--- config.mk ---
export PLATFORM = sky130hd
export DESIGN_NAME = count_enable_gen
export DESIGN_NICKNAME = d
export VERILOG_FILES = /design/src/rtl/count_ctrl_pkg.sv /design/src/rtl/btn_sync_edge.sv /design/src/rtl/count_enable_gen.sv
export SDC_FILE = /design/constraint.sdc
export NUM_CORES = 1
export LEC_CHECK = 0
export CAP_MARGIN = 20
export CORE_ASPECT_RATIO = 1.2
export CORE_MARGIN = 8
export CORE_UTILIZATION = 59
export CTS_BUF_LIST = sky130_fd_sc_hd__clkbuf_4
export CTS_CLUSTER_DIAMETER = 30
export DETAILED_ROUTE_END_ITERATION = 10
export HOLD_SLACK_MARGIN = 0.06
export PLACE_DENSITY = 0.82
export SETUP_SLACK_MARGIN = 0.2
export SYNTH_ARGS = -nofsm -noshare
export SYNTH_HDL_FRONTEND = slang
export SYNTH_HIERARCHICAL = 1
export SYNTH_SLANG_ARGS = --single-unit
--- constraint.sdc ---
create_clock -name clk -period 3.2 [get_ports clk]
set_input_delay 0.32 -clock clk [delete_from_list [all_inputs] [get_ports clk]]
set_output_delay 0.32 -clock clk [all_outputs]
set_load 0.02 [all_outputs]
--- src/rtl/count_ctrl_pkg.sv ---
// Shared definitions for the count-enable control stage and its downstream counter bench.
`default_nettype none

package count_ctrl_pkg;

  localparam int SYNC_STAGES_DEF = 2;
  localparam int DIV_W_DEF       = 8;

  typedef enum logic [0:0] {
    ST_IDLE = 1'b0,
    ST_RUN  = 1'b1
  } ctrl_state_e;

endpackage : count_ctrl_pkg

`default_nettype wire

--- src/rtl/btn_sync_edge.sv ---
// Push-button synchroniser with rising-edge detect; flops reset high so a held button gives no event.
`default_nettype none

module btn_sync_edge #(
  parameter int SYNC_STAGES = 2
) (
  input  logic clk,
  input  logic reset,
  input  logic btn_i,
  output logic evt_o
);

  logic [SYNC_STAGES-1:0] sync_q;
  logic                   hist_q;

  always_ff @(posedge clk or negedge reset) begin
    if (!reset) begin
      sync_q <= '1;
      hist_q <= 1'b1;
    end else begin
      sync_q <= {sync_q[SYNC_STAGES-2:0], btn_i};
      hist_q <= sync_q[SYNC_STAGES-1];
    end
  end

  assign evt_o = sync_q[SYNC_STAGES-1] & ~hist_q;

endmodule : btn_sync_edge

`default_nettype wire

--- src/rtl/count_enable_gen.sv ---
// Count-enable generator: start/stop/step buttons drive an IDLE/RUN FSM and a prescaler emitting one-cycle ticks.
`default_nettype none

module count_enable_gen
  import count_ctrl_pkg::*;
#(
  parameter int DIV_W       = DIV_W_DEF,
  parameter int SYNC_STAGES = SYNC_STAGES_DEF
) (
  input  logic             clk,
  input  logic             reset,
  input  logic             start,
  input  logic             stop,
  input  logic             step,
  input  logic [DIV_W-1:0] div,
  output logic             tick,
  output logic             running
);

  logic start_evt, stop_evt, step_evt;

  btn_sync_edge #(.SYNC_STAGES(SYNC_STAGES)) u_sync_start (
    .clk(clk), .reset(reset), .btn_i(start), .evt_o(start_evt)
  );
  btn_sync_edge #(.SYNC_STAGES(SYNC_STAGES)) u_sync_stop (
    .clk(clk), .reset(reset), .btn_i(stop), .evt_o(stop_evt)
  );
  btn_sync_edge #(.SYNC_STAGES(SYNC_STAGES)) u_sync_step (
    .clk(clk), .reset(reset), .btn_i(step), .evt_o(step_evt)
  );

  ctrl_state_e      state_q, state_d;
  logic [DIV_W-1:0] presc_q, presc_d;
  logic             tick_q, tick_d;
  logic             running_q, running_d;
  logic [DIV_W-1:0] div_eff_m1;

  assign div_eff_m1 = (div == '0) ? '0 : div - DIV_W'(1);

  always_ff @(posedge clk or negedge reset) begin
    if (!reset) state_q <= ST_IDLE;
    else        state_q <= state_d;
  end

  always_comb begin
    state_d = state_q;
    case (state_q)
      ST_IDLE: if (!stop_evt && start_evt) state_d = ST_RUN;
      ST_RUN:  if (stop_evt) state_d = ST_IDLE;
      default: state_d = ST_IDLE;
    endcase
  end

  // The prescaler counts down to 0 (tick on arrival) and reloads on the following cycle,
  // which gives a tick period of exactly div_eff and a first tick div_eff-1 cycles after entry.
  always_comb begin
    presc_d   = presc_q;
    tick_d    = 1'b0;
    running_d = 1'b0;
    case (state_q)
      ST_IDLE: begin
        if (!stop_evt) begin
          if (start_evt) begin
            presc_d   = div_eff_m1;
            tick_d    = (div_eff_m1 == '0);
            running_d = 1'b1;
          end else if (step_evt) begin
            tick_d = 1'b1;
          end
        end
      end
      ST_RUN: begin
        if (stop_evt) begin
          presc_d = '0;
        end else begin
          running_d = 1'b1;
          if (presc_q == '0) begin
            presc_d = div_eff_m1;
            tick_d  = (div_eff_m1 == '0);
          end else begin
            presc_d = presc_q - DIV_W'(1);
            tick_d  = (presc_q == DIV_W'(1));
          end
        end
      end
      default: presc_d = '0;
    endcase
  end

  always_ff @(posedge clk or negedge reset) begin
    if (!reset) begin
      presc_q   <= '0;
      tick_q    <= 1'b0;
      running_q <= 1'b0;
    end else begin
      presc_q   <= presc_d;
      tick_q    <= tick_d;
      running_q <= running_d;
    end
  end

  assign tick    = tick_q;
  assign running = running_q;

endmodule : count_enable_gen

`default_nettype wire

==> results of run 1 <==
==> area by class of cell <==
type	count	area [sq um]	area share, %
Clock buffer	3	22.5	1.64
Clock inverter	1	7.51	0.547
Inverter	6	22.5	1.64
Multi-Input combinational cell	86	668	48.7
Sequential cell	19	487	35.5
Tap cell	20	25.0	1.82
Timing Repair Buffer	14	140	10.2
==> worst register-to-register path: cells and delay by family, from the launching register on <==
kind                       cells  cell delay (ns)
DFF                            1             0.44
and+or+nand+nor                2             0.86
buffers and inverters          1             0.15
AOI/OAI and AO/OA              2             0.30
adders and majority gates      1             0.22
==> per-layer routing <==
metal,track usage (%),part of all wire [%]
met1,17.5,42
met5,0,0
met2,24.7,51
met3,3.08,5.1
met4,8.24,2.3
==> logic make-up (layout without fill, tap and decap cells) <==
family / after synthesis / count (layout) / share of synthesized area, %
XOR/XNOR: 3 / 3 / 2.20
flip-flops: 19 / 19 / 40.8
multiplexers: 3 / 3 / 2.52
buffers and inverters: 8 / 24 / 3.25
adder cells (fa/ha/maj): 5 / 5 / 5.24
AO/OA/AOI/OAI: 36 / 36 / 23.5
AND/OR/NAND/NOR: 39 / 39 / 22.5
==> worst min path at each step <==
stage | from | to | slack, ns | depth (start not counted)
floorplan | reset | presc_q[0]$_DFFE_PN0P_ | 0.02 | 0
global placement | u_sync_step/sync_q[0]$_DFF_PN1_ | u_sync_step/sync_q[1]$_DFF_PN1_ | 0.35 | 0
detailed placement | u_sync_start/sync_q[0]$_DFF_PN1_ | u_sync_start/sync_q[1]$_DFF_PN1_ | 0.35 | 0
CTS | u_sync_stop/sync_q[0]$_DFF_PN1_ | u_sync_stop/sync_q[1]$_DFF_PN1_ | 0.36 | 0
global route | u_sync_stop/sync_q[0]$_DFF_PN1_ | u_sync_stop/sync_q[1]$_DFF_PN1_ | 0.37 | 0
finish | u_sync_start/sync_q[0]$_DFF_PN1_ | u_sync_start/sync_q[1]$_DFF_PN1_ | 0.36 | 0
==> placed cells by master, fill, tap and decap left out, types with 3 or more instances in the layout <==
cell and count:
clkdlybuf4s50_1 14, ha_1 5, a21o_1 3, dfrtp_1 10, nor2b_4 3, clkbuf_4 3
o21bai_1 3, inv_1 6, dfstp_2 9, o21ai_1 5, mux2i_1 3, a21oi_1 3
nor2_1 4, o21ai_0 3, nor4_1 5, nor3_1 5, nand2_1 6
==> state kept, by name (all words and copies together), names as in the netlist, 2 cells and up <==
register             flops
u_sync_stop/sync_q       2
u_sync_start/sync_q      2
u_sync_step/sync_q       2
presc_q                  8
==> where the power goes <==
group,switching (mW),internal [mW]
clock,0.0814,0.0477
sequential,0.0800,0.290
combinational,0.140,0.131
==> impl_metrics.json, run 1 <==
{
  "status": "finished clean",
  "p_leak_nw": 0.541,
  "port_buffers": 14,
  "drt_wl_total_um": 2660,
  "synth_area_per_cell_sq_um": 10.6,
  "clockBufferDepth": 2,
  "synthCells": 113,
  "ys_seq_area_share_pct": 40.8,
  "gp_congestion": 0.931,
  "placed_cells": 145,
  "synth_area_leaders": "dfrtp_1, dfstp_2, ha_1, nor2b_4, nor4_1",
  "stdcell_count": 149,
  "cts_max_level": 1,
  "finalPower_mw": 0.770,
  "timing.fmax_mhz": 484,
  "drc": 0,
  "relSlewSlack_pct": 42.0,
  "tns_ns": 0,
  "nFillCells": 166,
  "crit_chain": "inv_1 > ha_1 > nor3b_1 > a21boi_1 > or3_1 > o311ai_1",
  "r2r_slack_ns": 1.13,
  "r2r_cells": 6,
  "synthesis.nets": 131,
  "maxSlewViolCount": 0,
  "critPathCapture": "presc_q[4]$_DFFE_PN0P_",
  "critPathLaunch": "presc_q[0]$_DFFE_PN0P_",
  "ys_seq_elements": 19,
  "ys_types": 49,
  "dr.pass1.iters": 4,
  "hold_buffers": 0,
  "synth_ff_type": "dfrtp_1",
  "cts_tree": "built",
  "grt_pass1_wl_um": 4550,
  "peakVddDrop_v": 0.000318,
  "grt.overflow.total": 0,
  "skew_ns": 0.00495,
  "crit_family": "simple AND/OR/NAND/NOR gates",
  "ant_nets": 0,
  "grt_max_degree": 20,
  "slowest_delay_ns": 0.44,
  "fp-row-count": 18,
  "nNetsFinal": 148,
  "grt_antenna_before_repair": 0,
  "die-area_sq_um": 3720,
  "cp_slowest_cell": "dfrtp_1",
  "ys_warn_count": 6,
  "finalInstanceArea_sq_um": 1370,
  "clkSinkCount": 19,
  "grt_pass1_vias": 982,
  "die_w_um": 57.1,
  "rsz0062_at_grt": "false",
  "grt_use_total_pct": 14.9,
  "hold_class": "flip-flop to flip-flop",
  "cap_viol_max_count": 0,
  "core-area_sq_um": 1980,
  "finalWorstSetupSlack_ns": 1.13,
  "synth-async-reset-ratio_pct": 100,
  "tightestPinTransition_ns": 0.867,
  "synthTopCellsByCount": "dfrtp_1, dfstp_2, inv_1, nand2_1",
  "cts_setup_buffers": 0,
  "reg2reg_to": "presc_q[4]$_DFFE_PN0P_",
  "min_period_ns": 2.07,
  "cts_buffers": 3,
  "worstReg2RegStart": "presc_q[0]$_DFFE_PN0P_",
  "synth_edf_count": 0,
  "holdWs_ns": 0.362,
  "cp_num_buf_inv": 1,
  "cp.required_ns": 3.42,
  "dp_worst_setup_slack_ns": 0.857,
  "dp_hpwl_um": 2030,
  "critical_path_class": "flip-flop to flip-flop",
  "worstSetupEndpointType": "flip-flop",
  "syn_area_sq_um": 1190,
  "place_area_sq_um": 1340,
  "drive_above_1_share_pct": 17.8,
  "finalHoldViolations": 0,
  "ctsResizeCount": 0,
  "die_h_um": 65.3,
  "wire_per_inst_um": 17.9,
  "utilization_pct": 69.3,
  "cp.depth": 6,
  "critPathLaunchType": "flip-flop",
  "synth_most_common_cell": "dfrtp_1",
  "synth_top_cell_area_share_pct": 21.0,
  "crit_path_max_fanout": 5,
  "finalSetupViolCount": 0,
  "num_vias": 969,
  "vias_per_cell": 6.50,
  "clk_latency_ns": 0.31,
  "ioPinCount": 15,
  "drt_iter0_markers": 31,
  "cts-root-buf": "clkbuf_4",
  "diodes": 0,
  "syn2layout_area_growth_pct": 15.0,
  "initial_core_util_pct": 60.2,
  "clkTransAtPathRegs_ns": 0.12,
  "synth_largest_area_cell": "dfrtp_1",
  "post-route-period-util_pct": 64.6,
  "crit_arrival_ns": 2.29,
  "p_per_area_nw_per_um2": 561
}
Note: power is estimated with default switching activity, not from simulation.
==> run 2, diff against run 1 <==
--- a/config.mk
+++ b/config.mk
@@ -8,12 +8,12 @@
 export CAP_MARGIN = 20
 export CORE_ASPECT_RATIO = 1.2
 export CORE_MARGIN = 8
-export CORE_UTILIZATION = 59
+export CORE_UTILIZATION = 57
 export CTS_BUF_LIST = sky130_fd_sc_hd__clkbuf_4
 export CTS_CLUSTER_DIAMETER = 30
 export DETAILED_ROUTE_END_ITERATION = 10
 export HOLD_SLACK_MARGIN = 0.06
-export PLACE_DENSITY = 0.82
+export PLACE_DENSITY = 0.8
 export SETUP_SLACK_MARGIN = 0.2
 export SYNTH_ARGS = -nofsm -noshare
 export SYNTH_HDL_FRONTEND = slang
==> constraint.sdc (replaced) <==
create_clock -name clk -period 2.1 [get_ports clk]
set_input_delay 0.21 -clock clk [delete_from_list [all_inputs] [get_ports clk]]
set_output_delay 0.21 -clock clk [all_outputs]
set_load 0.02 [all_outputs]
==> run 2 against run 1 <==
  * Register-to-register slack got worse by 0.82 ns
  * Sequential share of layout area fell by 2.0 points
  * Via count rose by 6.2%
  * Worst hold slack got worse by 0.14 ns
  * Critical path type unchanged
  * Largest cell class unchanged
==> impl_metrics.json, run 2 (synthesis results as in run 1) <==
{
  "peakVddDrop_v": 0.000511,
  "grt_use_total_pct": 15.6,
  "initial_core_util_pct": 58.9,
  "cts_tree": "built",
  "num_vias": 1029,
  "clockBufferDepth": 2,
  "clk_latency_ns": 0.31,
  "grt_antenna_before_repair": 0,
  "tns_ns": 0,
  "critical_path_class": "flip-flop to flip-flop",
  "clkSinkCount": 19,
  "dp_worst_setup_slack_ns": 0.152,
  "cts_max_level": 1,
  "crit_arrival_ns": 1.99,
  "core-area_sq_um": 2030,
  "grt_pass1_wl_um": 4660,
  "drt_wl_total_um": 2660,
  "finalSetupViolCount": 0,
  "dp_hpwl_um": 2050,
  "wire_per_inst_um": 16.7,
  "hold_class": "input pin to asynchronous set/reset pin",
  "grt_pass1_vias": 1049,
  "die_w_um": 57.8,
  "worstSetupEndpointType": "flip-flop",
  "ant_nets": 0,
  "cp.required_ns": 2.30,
  "die_h_um": 66.1,
  "drt_iter0_markers": 34,
  "critPathLaunchType": "flip-flop",
  "finalWorstSetupSlack_ns": 0.311,
  "final_cell_mix": "clkdlybuf4s50_1, buf_4, dfrtp_1",
  "status": "finished clean",
  "min_period_ns": 1.79,
  "syn2layout_area_growth_pct": 21.7,
  "cts-root-buf": "clkbuf_4",
  "cts_buffers": 3,
  "grt_max_degree": 20,
  "diodes": 0,
  "maxSlewViolCount": 0,
  "largest_register": "presc_q",
  "relSlewSlack_pct": 59.8,
  "vias_per_cell": 6.47,
  "finalHoldViolations": 0,
  "fp-row-count": 18,
  "grt.overflow.total": 0,
  "nNetsFinal": 158,
  "tightestPinTransition_ns": 0.603,
  "skew_ns": 0.000955,
  "port_buffers": 14,
  "cap_viol_max_count": 0,
  "p_leak_nw": 0.592,
  "drive_above_1_share_pct": 25.2,
  "largest_reg_flops": 8,
  "die-area_sq_um": 3820,
  "dr.pass1.iters": 4,
  "drc": 0,
  "gp_congestion": 0.875,
  "post-route-period-util_pct": 85.2,
  "crit_path_max_fanout": 5,
  "timing.fmax_mhz": 559,
  "ioPinCount": 15,
  "p_per_area_nw_per_um2": 836,
  "rsz0062_at_grt": "false",
  "final_common_cell": "clkdlybuf4s50_1",
  "clkTransAtPathRegs_ns": 0.11
}
==> run 2: changes by cell type in the layout (fill, tap and decap cells not counted), sizes merged <==
cell | before | now
buf | 0 | 10
==> run 2: worst paths after layout <==
path                                                  start  cells after the start                               end  slack [ns]
min in group clk                                      start                      1  u_sync_start/sync_q[0]$_DFF_PN1_        0.29
setup reg to reg                     presc_q[0]$_DFFE_PN0P_                      7            presc_q[2]$_DFFE_PN0P_        0.31
hold reg to reg            u_sync_start/sync_q[0]$_DFF_PN1_                      0  u_sync_start/sync_q[1]$_DFF_PN1_        0.36
max in group asynchronous                             reset                      2  u_sync_start/sync_q[1]$_DFF_PN1_        1.62
hold / removal                                        reset                      2            presc_q[7]$_DFFE_PN0P_        0.22
setup / recovery                     presc_q[0]$_DFFE_PN0P_                      7            presc_q[2]$_DFFE_PN0P_        0.31
==> run 2: metrics by stage <==
step,area (sq um),instances,utilization (%),power (mW),hold slack (ns)
6_report,1450,159,71.7,1.21,0.220
4_1_cts,1440,158,71.0,1.20,0.223
5_1_grt,1450,159,71.7,1.29,0.241
3_5_place_dp,1400,153,69.2,0.991,0.347
3_3_place_gp,1400,153,69.2,0.977,0.346
2_1_floorplan,1190,113,-,0.865,-0.0856
==> run 2: final cells by class <==
| class | instances | area (sq um) |
|---|---|---|
| Clock buffer | 3 | 22.5 |
| Multi-Input combinational cell | 86 | 673 |
| Tap cell | 20 | 25.0 |
| Inverter | 6 | 22.5 |
| Timing Repair Buffer | 24 | 215 |
| Sequential cell | 19 | 487 |
| Fill cell | 160 | 574 |
| Clock inverter | 1 | 7.51 |
==> run 2: what timing repair did <==
action                                  CTS  global route
pin swaps                                 1             1
setup buffers                             1             1
endpoints found under the setup margin    4             7
gates resized for setup                   1             2
hold buffers                              0             0
==> run 2: routing by layer <==
layer  vias up  wire length [um]  track usage (%)
met5         -                 0                0
met4         0                76             9.51
met3         8               149             3.31
met2        39              1280             25.7
met1       497              1150             18.3
li1        485                 -                -
==> run 2: critical path, cell delays in order (launching register included) <==
cell	delay, ns
dfrtp_1	0.40
inv_1	0.13
ha_1	0.20
nor3b_1	0.20
buf_4	0.16
a21o_1	0.20
o21ai_1	0.09
a221o_1	0.32
==> run 2: power by group <==
part | switching (mW) | total, mW | internal (mW)
Sequential | 0.121 | 0.563 | 0.442
Combinational | 0.221 | 0.455 | 0.234
Clock | 0.123 | 0.195 | 0.0727
Total | 0.465 | 1.21 | 0.749
==> run 3, diff against run 2 <==
--- a/config.mk
+++ b/config.mk
@@ -5,7 +5,6 @@
 export SDC_FILE = /design/constraint.sdc
 export NUM_CORES = 1
 export LEC_CHECK = 0
-export CAP_MARGIN = 20
 export CORE_ASPECT_RATIO = 1.2
 export CORE_MARGIN = 8
 export CORE_UTILIZATION = 57
@@ -15,6 +14,7 @@
 export HOLD_SLACK_MARGIN = 0.06
 export PLACE_DENSITY = 0.8
 export SETUP_SLACK_MARGIN = 0.2
+export SKIP_CTS_REPAIR_TIMING = 1
 export SYNTH_ARGS = -nofsm -noshare
 export SYNTH_HDL_FRONTEND = slang
 export SYNTH_HIERARCHICAL = 1
==> run 3 against run 2 <==
  * Combinational power fell by 2%
  * Clock power hardly changed
  * Worst hold slack better by 0.0077 ns
  * Global-route usage is essentially flat
  * Flip-flop and latch count stayed put
  * Maximum frequency fell by 0.84%
  * Die area unchanged
  * Register-to-register slack lost 0.02 ns
  * Non-clock buffer count decreased by 1
  * Sequential power about the same
  * Largest cell class unchanged
==> impl_metrics.json, run 3 (synthesis results as in run 1) <==
{
  "diodes": 0,
  "drt_iter0_markers": 26,
  "m1WireLength_um": 1190,
  "drive_above_1_share_pct": 24.6,
  "critical_path_class": "flip-flop to flip-flop",
  "nNetsFinal": 157,
  "post-route-period-util_pct": 85.9,
  "critPathLaunchType": "flip-flop",
  "largest_register": "presc_q",
  "timing.fmax_mhz": 554,
  "r2r_slack_ns": 0.30,
  "finalHoldViolations": 0,
  "worstSetupEndpointType": "flip-flop",
  "crit_path_max_fanout": 4,
  "grt_pass1_wl_um": 4660,
  "p_int_mw": 0.741,
  "syn2layout_area_growth_pct": 21.1,
  "ant_nets": 0,
  "grt_pass1_vias": 1035,
  "fp-row-count": 18,
  "final_cell_mix": "clkdlybuf4s50_1, dfrtp_1, buf_4, dfstp_2",
  "power.switching_mw": 0.461,
  "wl_met2_um": 1240,
  "cap_viol_max_count": 0,
  "grt_antenna_before_repair": 0,
  "tns_ns": 0,
  "vias_per_cell": 6.39,
  "cts_max_level": 1,
  "skew_ns": 0.00122,
  "dr_wl_met3_um": 132,
  "drc": 0,
  "grt_use_total_pct": 15.6,
  "seq_power_share_pct": 47.0,
  "clockBufferDepth": 2,
  "p_clk_share_pct": 16.1,
  "die-area_sq_um": 3820,
  "gp_congestion": 0.875,
  "grt.overflow.total": 0,
  "drt_wl_total_um": 2630,
  "port_buffers": 14,
  "maxSlewViolCount": 0,
  "cts_tree": "built",
  "wire_per_inst_um": 16.7,
  "min_period_ns": 1.80,
  "dr.pass1.iters": 4,
  "cp.required_ns": 2.31,
  "p_leak_nw": 0.588,
  "placed_cells": 153,
  "grt_max_degree": 20,
  "top_layer": "met4",
  "finalWorstSetupSlack_ns": 0.296,
  "cts_buffers": 3,
  "largest_reg_flops": 8,
  "clk_latency_ns": 0.30,
  "status": "finished clean",
  "initial_core_util_pct": 58.9,
  "power.share.combinational_pct": 36.9,
  "clkTransAtPathRegs_ns": 0.11,
  "finalSetupViolCount": 0,
  "ioPinCount": 15,
  "tightestPinTransition_ns": 0.580,
  "die_w_um": 57.8,
  "stdcell_count": 158,
  "clkSinkCount": 19,
  "peakVddDrop_v": 0.000513,
  "hold_class": "input pin to asynchronous set/reset pin",
  "cts-root-buf": "clkbuf_4",
  "die_h_um": 66.1,
  "dp_worst_setup_slack_ns": 0.152,
  "num_vias": 1009,
  "relSlewSlack_pct": 61.3,
  "finalInstanceArea_sq_um": 1450,
  "dp_hpwl_um": 2050,
  "place_area_sq_um": 1400,
  "rsz0062_at_grt": "false",
  "power_switching_share_pct": 38.4,
  "p_per_area_nw_per_um2": 832,
  "final_common_cell": "clkdlybuf4s50_1",
  "core-area_sq_um": 2030,
  "crit_arrival_ns": 2.01
}
-- run 3: area by class of cell --
class,instances,area [sq um]
fill,161,582
tap,20,25.0
sequential,19,487
multi-input combinational,86,673
clock inverter,1,7.51
timing repair buffer,23,208
inverter,6,22.5
clock buffer,3,22.5
-- run 3: through the flow --
step | total power [mW] | utilization (%) | hold slack [ns]
floorplan | 0.865 | - | -0.0856
global placement | 0.977 | 69.2 | 0.346
detailed placement | 0.991 | 69.2 | 0.347
CTS | 1.19 | 70.7 | 0.223
global route | 1.28 | 71.3 | 0.241
finish | 1.20 | 71.3 | 0.228
-- run 3: layer usage --
metal | GRT usage, % | up-vias
met5 | 0 | -
met2 | 25.4 | 33
met4 | 9.51 | 0
li1 | - | 484
met3 | 3.31 | 6
met1 | 18.4 | 486
-- run 3: worst max-delay path, cell delays in order (launching register included) --
cell      delay, ns
dfrtp_1        0.44
inv_2          0.11
ha_1           0.18
nor3b_1        0.22
buf_4          0.17
a21boi_1       0.10
or3_1          0.41
o311ai_1       0.09
-- run 3: power by group through the flow --
stage | clock network [mW] | registers, mW | logic, mW
2_1_floorplan | 0 | 0.512 | 0.353
3_3_place_gp | 0 | 0.560 | 0.417
3_5_place_dp | 0 | 0.562 | 0.429
4_1_cts | 0.201 | 0.557 | 0.431
5_1_grt | 0.213 | 0.577 | 0.492
6_report | 0.193 | 0.565 | 0.444
-- run 3: path summary, 6_finish.rpt --
kind / endpoint / depth (start not counted) / from
worst max-delay path: presc_q[4]$_DFFE_PN0P_ / 7 / presc_q[1]$_DFFE_PN0P_
worst min-delay path: running$_DFF_PN0_ / 2 / reset
worst max register to register: presc_q[4]$_DFFE_PN0P_ / 7 / presc_q[1]$_DFFE_PN0P_
worst min register to register: u_sync_stop/sync_q[1]$_DFF_PN1_ / 0 / u_sync_stop/sync_q[0]$_DFF_PN1_
max in group asynchronous: u_sync_stop/sync_q[0]$_DFF_PN1_ / 2 / reset
min in group clk: u_sync_start/sync_q[0]$_DFF_PN1_ / 1 / start
